**config.mk**
```make
export PLATFORM = sky130hd
export DESIGN_NAME = vga_sync_gen
export DESIGN_NICKNAME = d
export VERILOG_FILES = /design/src/rtl/vga_sync_gen.sv
export SDC_FILE = /design/constraint.sdc
export NUM_CORES = 1
export LEC_CHECK = 0
export ABC_AREA = 1
export ABC_CLOCK_PERIOD_IN_PS = 2270
export BUFFER_PORTS_ARGS = -buffer_cell sky130_fd_sc_hd__buf_2
export CORE_MARGIN = 2
export CORE_UTILIZATION = 40
export DETAILED_ROUTE_END_ITERATION = 10
export GPL_TIMING_DRIVEN = 0
export PLACE_DENSITY_LB_ADDON = 0.1
export RECOVER_POWER = 100
export REMOVE_ABC_BUFFERS = 1
export SETUP_SLACK_MARGIN = 0.15
export SYNTH_ARGS = -nofsm -noshare
export SYNTH_HDL_FRONTEND = slang
export SYNTH_SLANG_ARGS = --single-unit
```
**constraint.sdc**
```tcl
create_clock -name clk -period 2.27 [get_ports clk]
set_input_delay 0.227 -clock clk [delete_from_list [all_inputs] [get_ports clk]]
set_output_delay 0.227 -clock clk [all_outputs]
set_load 0.005 [all_outputs]
```
**src/rtl/vga_sync_gen.sv**
```systemverilog
// VGA timing generator: pixel divider, h/v counters, registered syncs and blanked colour.
// Define VGA_SYNC_TESTPAT_EN to replace rgb_in with a built-in 8-bar colour pattern.
module vga_sync_gen #(
  parameter int CLK_DIV = 2,
  parameter int H_VIS   = 640,
  parameter int H_FP    = 16,
  parameter int H_SYNC  = 96,
  parameter int H_BP    = 48,
  parameter int V_VIS   = 480,
  parameter int V_FP    = 10,
  parameter int V_SYNC  = 2,
  parameter int V_BP    = 33
) (
  input  logic        clk,
  input  logic        reset,
  input  logic        enable,
  input  logic [11:0] rgb_in,
  output logic        pixel_tick,
  output logic [9:0]  pixel_x,
  output logic [9:0]  pixel_y,
  output logic        hsync,
  output logic        vsync,
  output logic        video_on,
  output logic        frame_start,
  output logic [11:0] rgb_out
);

  localparam int H_TOT = H_VIS + H_FP + H_SYNC + H_BP;
  localparam int V_TOT = V_VIS + V_FP + V_SYNC + V_BP;
  localparam int DW    = (CLK_DIV > 1) ? $clog2(CLK_DIV) : 1;

  localparam logic [DW-1:0] DIV_LAST = DW'(CLK_DIV - 1);
  localparam logic [DW-1:0] DIV_ONE  = DW'(1);
  localparam logic [9:0] H_LAST = 10'(H_TOT - 1);
  localparam logic [9:0] V_LAST = 10'(V_TOT - 1);
  localparam logic [9:0] H_VEND = 10'(H_VIS);
  localparam logic [9:0] V_VEND = 10'(V_VIS);
  localparam logic [9:0] HS_BEG = 10'(H_VIS + H_FP);
  localparam logic [9:0] HS_END = 10'(H_VIS + H_FP + H_SYNC);
  localparam logic [9:0] VS_BEG = 10'(V_VIS + V_FP);
  localparam logic [9:0] VS_END = 10'(V_VIS + V_FP + V_SYNC);

  logic [DW-1:0] div_q, div_d;
  logic [9:0]    h_q, h_d;
  logic [9:0]    v_q, v_d;
  logic          hsync_q, hsync_d;
  logic          vsync_q, vsync_d;
  logic          video_on_q, video_on_d;
  logic [11:0]   rgb_q, rgb_d;
  logic          wrap_q, wrap_d;
  logic          fs_q, fs_d;
  logic          vis;
  logic [11:0]   colour;

`ifdef VGA_SYNC_TESTPAT_EN
  localparam logic [9:0] BAR_LAST = 10'(H_VIS / 8 - 1);

  logic [9:0]  bar_px_q, bar_px_d;
  logic [2:0]  bar_idx_q, bar_idx_d;
  logic        unused_rgb;

  assign unused_rgb = ^rgb_in;

  // Bar position tracks h_cnt; restarts with each line
  always_comb begin
    bar_px_d  = bar_px_q;
    bar_idx_d = bar_idx_q;
    if (pixel_tick) begin
      if (h_q == H_LAST) begin
        bar_px_d  = '0;
        bar_idx_d = '0;
      end else if (bar_px_q == BAR_LAST) begin
        bar_px_d  = '0;
        bar_idx_d = (bar_idx_q == 3'd7) ? 3'd7 : bar_idx_q + 3'd1;
      end else begin
        bar_px_d = bar_px_q + 10'd1;
      end
    end
  end

  // Bar counter state
  always_ff @(posedge clk) begin
    if (reset) begin
      bar_px_q  <= '0;
      bar_idx_q <= '0;
    end else begin
      bar_px_q  <= bar_px_d;
      bar_idx_q <= bar_idx_d;
    end
  end

  // Bar colour lookup
  always_comb begin
    colour = 12'h000;
    unique case (bar_idx_q)
      3'd0: colour = 12'hFFF;
      3'd1: colour = 12'hFF0;
      3'd2: colour = 12'h0FF;
      3'd3: colour = 12'h0F0;
      3'd4: colour = 12'hF0F;
      3'd5: colour = 12'hF00;
      3'd6: colour = 12'h00F;
      3'd7: colour = 12'h000;
    endcase
  end
`else
  // Pass-through colour source
  always_comb begin
    colour = rgb_in;
  end
`endif

  // Pixel strobe: last divider phase while running
  always_comb begin
    pixel_tick = !reset && enable && (div_q == DIV_LAST);
  end

  // Next state for counters and decoded outputs; everything holds when disabled
  always_comb begin
    div_d      = div_q;
    h_d        = h_q;
    v_d        = v_q;
    hsync_d    = hsync_q;
    vsync_d    = vsync_q;
    video_on_d = video_on_q;
    rgb_d      = rgb_q;
    wrap_d     = wrap_q;
    fs_d       = fs_q;
    vis        = (h_q < H_VEND) && (v_q < V_VEND);
    if (enable) begin
      div_d = (div_q == DIV_LAST) ? '0 : div_q + DIV_ONE;
      if (pixel_tick) begin
        h_d = (h_q == H_LAST) ? 10'd0 : h_q + 10'd1;
        if (h_q == H_LAST) begin
          v_d = (v_q == V_LAST) ? 10'd0 : v_q + 10'd1;
        end
      end
      hsync_d    = !((h_q >= HS_BEG) && (h_q < HS_END));
      vsync_d    = !((v_q >= VS_BEG) && (v_q < VS_END));
      video_on_d = vis;
      rgb_d      = vis ? colour : 12'h000;
      wrap_d     = pixel_tick && (h_q == H_LAST) && (v_q == V_LAST);
      fs_d       = wrap_q;
    end
  end

  // State registers; reset wins over enable
  always_ff @(posedge clk) begin
    if (reset) begin
      div_q      <= '0;
      h_q        <= '0;
      v_q        <= '0;
      hsync_q    <= 1'b1;
      vsync_q    <= 1'b1;
      video_on_q <= 1'b0;
      rgb_q      <= '0;
      wrap_q     <= 1'b0;
      fs_q       <= 1'b0;
    end else begin
      div_q      <= div_d;
      h_q        <= h_d;
      v_q        <= v_d;
      hsync_q    <= hsync_d;
      vsync_q    <= vsync_d;
      video_on_q <= video_on_d;
      rgb_q      <= rgb_d;
      wrap_q     <= wrap_d;
      fs_q       <= fs_d;
    end
  end

  assign pixel_x     = h_q;
  assign pixel_y     = v_q;
  assign hsync       = hsync_q;
  assign vsync       = vsync_q;
  assign video_on    = video_on_q;
  assign frame_start = fs_q;
  assign rgb_out     = rgb_q;

endmodule
```
==> results.ini, run 1 <==
[run_status]
status = finished clean

[cts]
post_cts_buffers = 0
clk_latency_ns = 0.29
numCtsBuffers = 5
cts_tree = done
clockRootBuffer = clkbuf_8
hold_buffers = 0
htree_levels = 2
clkTransAtPathRegs_ns = 0.07
cts_resized = 0
clock_path_buffers = 2
clkSinkCount = 38

[worst_setup_path]
rrSetupSlack_ns = 0.48
arrival_ns = 1.59
path_buf_inv = 1
criticalPathCategory = reg -> out
end_kind = output port
crit_family = simple AND/OR/NAND/NOR gates
critPathLaunchType = register
required_ns = 2.04
slowest_stage = nor2_1
cp_cell_sequence = nand2_4 -> nor2_1 -> clkbuf_2
worst_path_largest_cell_delay_ns = 0.62
cp_max_fo = 8

[sta]
hold_viol = 0
tightest_slew_ns = 0.806
fmax_mhz = 551
fin_crit_ns = 1.81
rsz0062_at_grt = false
relSlewSlack_pct = 46.0
setup_viol = 0
setup_tns_ns = 0
finClkSkew_ns = 0.00301
period_share_pct = 79.9
final_max_slew_viol_count = 0

[power_and_ir_drop]
intPower_mw = 0.923
seqPwrFrac_pct = 57.3
pwr-share-clk_pct = 36.1
ir_worst_vdd_uv = 213
switching_share_pct = 23.9
comb_power_share_pct = 6.7
p_leak_nw = 1.00
switching_power_mw = 0.290
power_density_nw_per_um2 = 543

[floorplanning]
rows = 25
core_area_sq_um = 4690
dieHeight_um = 73.7
fp.dieArea_sq_um = 5440
fp.dieW_um = 73.7
ios = 52
start_util_pct = 41.5

[yosys]
synth-edff-count = 0
async_flop_share_pct = 0
ys_ff_latch = 38
ys.warnings.count = 0
syn_avg_cell_area_sq_um = 7.10
netlist_area_sq_um = 1950
ys_top_cells_by_area = dfxtp_1 39%, nand2_1 13%, a21oi_1 7.7%, nand3_1 7.7%, nor2_1 5.6%
yosysTopAreaCell = dfxtp_1
ys.flop_type = dfxtp_1
synth_top_cell_area_share_pct = 39.1
synth_seq_area_share_pct = 39.1
synth.distinct_cells = 27
synth_most_common_cell = nand2_1
netlist_instances = 274
synth_common_cells = 67 x nand2_1, 38 x dfxtp_1, 30 x a21oi_1, 30 x nand3_1, 29 x nor2_1

[hold_path]
hold_path.class = in -> reg

[grt]
grtUsageMet3_pct = 2.88
grt.met1_usage_pct = 22.1
grt_pass1_vias = 1632
grt_max_degree = 29
busiest_layer = met2
grt_pass1_wl_um = 7330
met2_usage_pct = 29.7
overflow = 0
antenna_found_initial = 0
grtUsageTotal_pct = 17.7

[final_layout]
diodes = 0
nFillCells = 530
finish.utilization_pct = 47.7
layout-drive-gt1-share_pct = 17.4
layout.nets = 341
syn_to_final_growth_pct = 14.9

[routing]
ant_nets = 0
via_count = 1801
drt_drc_violations_left = 0
routed_wirelength_um = 4510
viasPerCell = 4.79
drtIter0Drc = 118
wire_per_inst_um = 12.0
firstDrtPassIters = 4

[placement]
globalplace.congestion = 0.790
place.port_buffers = 51
hpwl_um = 3220

[flow_run]
cap_violations = 0

==> cells in the final DEF, fill, tap and decap left out <==
cell type and n:
clkbuf_1 16, xnor2_1 2, nor4_1 1, clkbuf_8 5
nand4_4 1, nand2_2 2, nand2_4 2, clkbuf_2 1
nor3_1 2, clkinv_1 2, xor2_1 4, nand3_1 30
nor2_2 5, dfxtp_1 38, buf_2 34, clkinv_2 2
nand3_4 1, inv_2 2, inv_1 26, nor2_8 1
nor2_1 32, ha_1 4, o21ai_0 5, a21oi_1 30
o211ai_1 1, nand2_1 69, nand4_1 4
==> power groups by stage <==
stage	clock network [mW]	logic (mW)	registers, mW
after global placement	0	0.0899	0.709
after global routing	0.477	0.0941	0.697
final	0.438	0.0809	0.695
after floorplan	0	0.0401	0.712
after CTS	0.457	0.0909	0.694
after detailed placement	0	0.0904	0.710
==> per-layer routing <==
metal,vias to the layer above,part of all wire [%]
met5,-,0
met3,7,3.3
met1,797,47
li1,969,-
met2,28,48
met4,0,1.8
==> sequential cells by signal, summed over array words and instances, names as in the netlist <==
name,count
div_q,1
frame_start,1
hsync,1
pixel_x,10
pixel_y,10
rgb_out,12
video_on,1
vsync,1
wrap_q,1
==> final cells by class <==
cell class / count / area [sq um] / share of cell area, %
inverter: 30 / 113 / 5.04
tap: 54 / 67.6 / 3.02
clock buffer: 5 / 68.8 / 3.08
clock inverter: 2 / 10.0 / 0.448
timing repair buffer: 51 / 235 / 10.5
multi-input combinational: 196 / 981 / 43.9
sequential: 38 / 761 / 34.0
==> worst register-to-register path: cells and delay by family, from the launching register on <==
family / cells / cell delay (ns)
buffers and inverters: 1 / 0.20
flip-flops: 1 / 0.38
AO/OA/AOI/OAI: 1 / 0.11
AND/OR/NAND/NOR: 4 / 1.03
==> final timing paths <==
check	startpoint	endpoint	cells after the start
worst max-delay path	div_q	pixel_tick	3
worst max register to register	div_q	pixel_y[2]	6
worst min-delay path	rgb_in[7]	rgb_out[7]	3
worst min register to register	rgb_out[7]	rgb_out[7]	2
==> per-stage QoR <==
stage                     power (mW)  cells  setup slack (ns)  hold slack (ns)  area, sq um
after floorplan                0.752    264             0.933            0.296         1890
after global placement         0.799    369             0.643            0.449         2210
after detailed placement       0.800    369             0.635            0.450         2210
after CTS                       1.24    376             0.751            0.191         2290
after global routing            1.27    376             0.292            0.201         2240
final                           1.21    376             0.455            0.195         2240
==> kinds of logic (layout without fill, tap and decap cells) <==
group / Yosys count / in the layout / synth area share, %
and+or+nand+nor: 150 / 150 / 37.4
DFF: 38 / 38 / 39.1
AOI/OAI and AO/OA: 36 / 36 / 9.39
buffers and inverters: 40 / 88 / 8.87
adders and majority gates: 4 / 4 / 2.57
xor gates and xnor gates: 6 / 6 / 2.70
No activity file was read; power rests on OpenSTA's default activity.
==> run 2: changes to the inputs <==
--- a/config.mk
+++ b/config.mk
@@ -5,8 +5,8 @@
 export SDC_FILE = /design/constraint.sdc
 export NUM_CORES = 1
 export LEC_CHECK = 0
-export ABC_AREA = 1
-export ABC_CLOCK_PERIOD_IN_PS = 2270
+export ABC_AREA = 0
+export ABC_CLOCK_PERIOD_IN_PS = 1900
 export BUFFER_PORTS_ARGS = -buffer_cell sky130_fd_sc_hd__buf_2
 export CORE_MARGIN = 2
 export CORE_UTILIZATION = 40
==> constraint.sdc (replaced) <==
create_clock -name clk -period 1.9 [get_ports clk]
set_input_delay 0.19 -clock clk [delete_from_list [all_inputs] [get_ports clk]]
set_output_delay 0.19 -clock clk [all_outputs]
set_load 0.005 [all_outputs]
==> run 2 against run 1 <==
Synthesized area down 13%. First-iteration DRC count down 55%. Sequential cell count unchanged. Final area down 1.1%. Worst setup slack worse by 0.37 ns. Sequential power up 19%. Combinational power up 25%. Critical path type is now reg -> reg. Largest cell class unchanged.
==> results.ini, run 2 <==
[run_status]
status = finished clean

[final_layout]
largest_register_ffs = 12  ; unchanged
nFillCells = 382  ; -28%
final_cell_mix = 43 x buf_2, 32 x dfxtp_1, 24 x nor2_1
diodes = 0  ; unchanged
fin_area_sq_um = 2210  ; -1.1%
layout.nets = 267  ; -22%
syn_to_final_growth_pct = 30.6
layout-drive-gt1-share_pct = 27.7  ; +10 points
layout_commonest_cell = buf_2

[yosys]
synth-edff-count = 0  ; unchanged
yosysTopAreaCell = dfxtp_1
syn_avg_cell_area_sq_um = 8.91  ; +25%
synth_most_common_cell = dfxtp_1
ys.warnings.count = 0  ; unchanged
ys.flop_type = dfxtp_1
async_flop_share_pct = 0  ; unchanged
ys_top_cells_by_area = dfxtp_1 45%, a22oi_1 5.3%, nor2_1 5.3%, xor2_1 3.6%, a21oi_1 3.5%
synth_common_cells = 38 x dfxtp_1, 24 x nor2_1, 12 x a21oi_1, 12 x a22oi_1, 10 x nand2_1
synth_top_cell_area_share_pct = 44.9  ; +5.8 points
netlist_instances = 190  ; -31%
netlist_area_sq_um = 1690  ; -13%
synth.distinct_cells = 40  ; +48%
synth_seq_area_share_pct = 44.9  ; +5.8 points
ys_ff_latch = 38  ; unchanged

[floorplanning]
rows = 23  ; -8.0%
fp.dieW_um = 69.1  ; -6.4%
core_area_sq_um = 4030  ; -14%
start_util_pct = 42.0  ; +0.55 points
fp.dieArea_sq_um = 4770  ; -12%
dieHeight_um = 69.1  ; -6.4%
ios = 52  ; unchanged

[routing]
firstDrtPassIters = 4  ; unchanged
ant_nets = 0  ; unchanged
via_count = 1594  ; -11%
routed_wirelength_um = 4070  ; -9.7%
drt_drc_violations_left = 0  ; unchanged
wire_per_inst_um = 13.6  ; +14%
viasPerCell = 5.33  ; +11%
drtIter0Drc = 53  ; -55%

[sta]
hold_viol = 0  ; unchanged
fmax_mhz = 551
final_max_slew_viol_count = 0  ; unchanged
tightest_slew_ns = 0.497  ; -0.310 ns
rsz0062_at_grt = true
fin_crit_ns = 1.82
setup_viol = 0  ; unchanged
finClkSkew_ns = 0.00511  ; +0.00210 ns
relSlewSlack_pct = 66.9  ; +21 points
period_share_pct = 95.6
worst_slack_ns = 0.0839  ; -0.371 ns
fin_hold_ws_ns = 0.125  ; -0.0693 ns

[power_and_ir_drop]
ir_worst_vdd_uv = 510  ; +140%
power.total_mw = 1.75  ; +44%
p_leak_nw = 0.921  ; -7.8%
power_density_nw_per_um2 = 793  ; +46%

[grt]
grtUsageTotal_pct = 17.7  ; +0.026 points
antenna_found_initial = 0  ; unchanged
grt_pass1_vias = 1456  ; -11%
grt_max_degree = 27  ; -6.9%
overflow = 0  ; unchanged
grt_pass1_wl_um = 6960  ; -5.2%

[cts]
clkSinkCount = 38  ; unchanged
clk_latency_ns = 0.29  ; about the same
clkTransAtPathRegs_ns = 0.08  ; about the same
htree_levels = 2  ; unchanged
hold_buffers = 0  ; unchanged
cts_tree = done
numCtsBuffers = 5  ; unchanged
clockRootBuffer = clkbuf_8
clock_path_buffers = 2  ; unchanged

[hold_path]
hold_path.class = in -> reg

[placement]
placed_area_sq_um = 1960  ; -11%
pre_cts_ws_ns = -0.324  ; -0.959 ns
globalplace.congestion = 0.735  ; -6.9%
place.port_buffers = 51  ; unchanged
hpwl_um = 2570  ; -20%

[worst_setup_path]
criticalPathCategory = reg -> reg
end_kind = register
cp_max_fo = 6  ; -2
required_ns = 2.13  ; +0.09 ns
arrival_ns = 2.04  ; +0.45 ns
critPathLaunchType = register

[flow_run]
cap_violations = 0  ; unchanged

==> run 2: cell types whose count changed in the layout (fill, tap and decap cells not counted), moves of 8 or more <==
cell	delta
a21oi_1	-18
inv_1	-19
nand3_1	-24
nor2_1	-8
a22oi_1	+12
buf_2	+9
nand2_1	-59
==> run 2: path summary, 6_finish.rpt <==
path                                 start    endpoint  slack (ns)  cells after the start
worst max-delay path            pixel_x[9]  pixel_y[7]        0.08                      5
worst min register to register       hsync       hsync        0.47                      2
worst min-delay path             rgb_in[7]  rgb_out[7]        0.13                      3
worst max register to register  pixel_x[9]  pixel_y[7]        0.08                      5
==> run 2: per-stage QoR <==
step / TNS, ns / util, % / instances
after floorplan: -0.0568 / - / 181
final: 0 / 54.9 / 299
after global routing: 0 / 54.9 / 299
after CTS: 0 / 55.3 / 298
after global placement: -2.75 / 48.6 / 282
after detailed placement: -2.67 / 48.6 / 282
==> run 2: cell families (layout without fill, tap and decap cells) <==
family | count (synthesis) | in the layout | share of synthesized area, %
adder cells (fa/ha/maj) | 4 | 4 | 2.96
XOR/XNOR | 9 | 9 | 4.66
multiplexers | 1 | 1 | 0.591
AND/OR/NAND/NOR | 81 | 82 | 26.8
flip-flops | 38 | 38 | 44.9
buffers and inverters | 17 | 75 | 4.88
AO/OA/AOI/OAI | 40 | 40 | 15.2
==> run 2: per-layer routing <==
metal / global-route usage (%) / vias to the layer above / wire, um
met5: 0 / - / 0
met4: 5.23 / 0 / 50
met3: 5.26 / 6 / 215
met2: 27.8 / 44 / 1890
met1: 23.5 / 745 / 1910
li1: - / 799 / -
==> run 2: cell type report <==
cell class | count | area [sq um] | share of cell area, %
clock inverter | 3 | 68.8 | 3.11
multi-input combinational | 136 | 913 | 41.3
clock buffer | 5 | 68.8 | 3.11
inverter | 8 | 30.0 | 1.36
sequential | 38 | 773 | 35.0
timing repair buffer | 59 | 294 | 13.3
tap | 50 | 62.6 | 2.83
==> run 2: repair_timing <==
action                     CTS  global route
cloned                       1             0
resized for setup           17             6
setup endpoints to repair   16            17
setup buffers                7             1
pin swaps                   14             4
==> run 2: power by group <==
part | internal [mW] | switching (mW)
Sequential | 0.815 | 0.0135
Clock | 0.526 | 0.297
Combinational | 0.0458 | 0.0551
==> run 2: critical path: stages (launching register included) <==
cell and delay (ns):
dfxtp_1 0.46, nand4bb_4 0.14, or4_4 0.55, buf_6 0.15
or3_4 0.31, a21oi_1 0.14
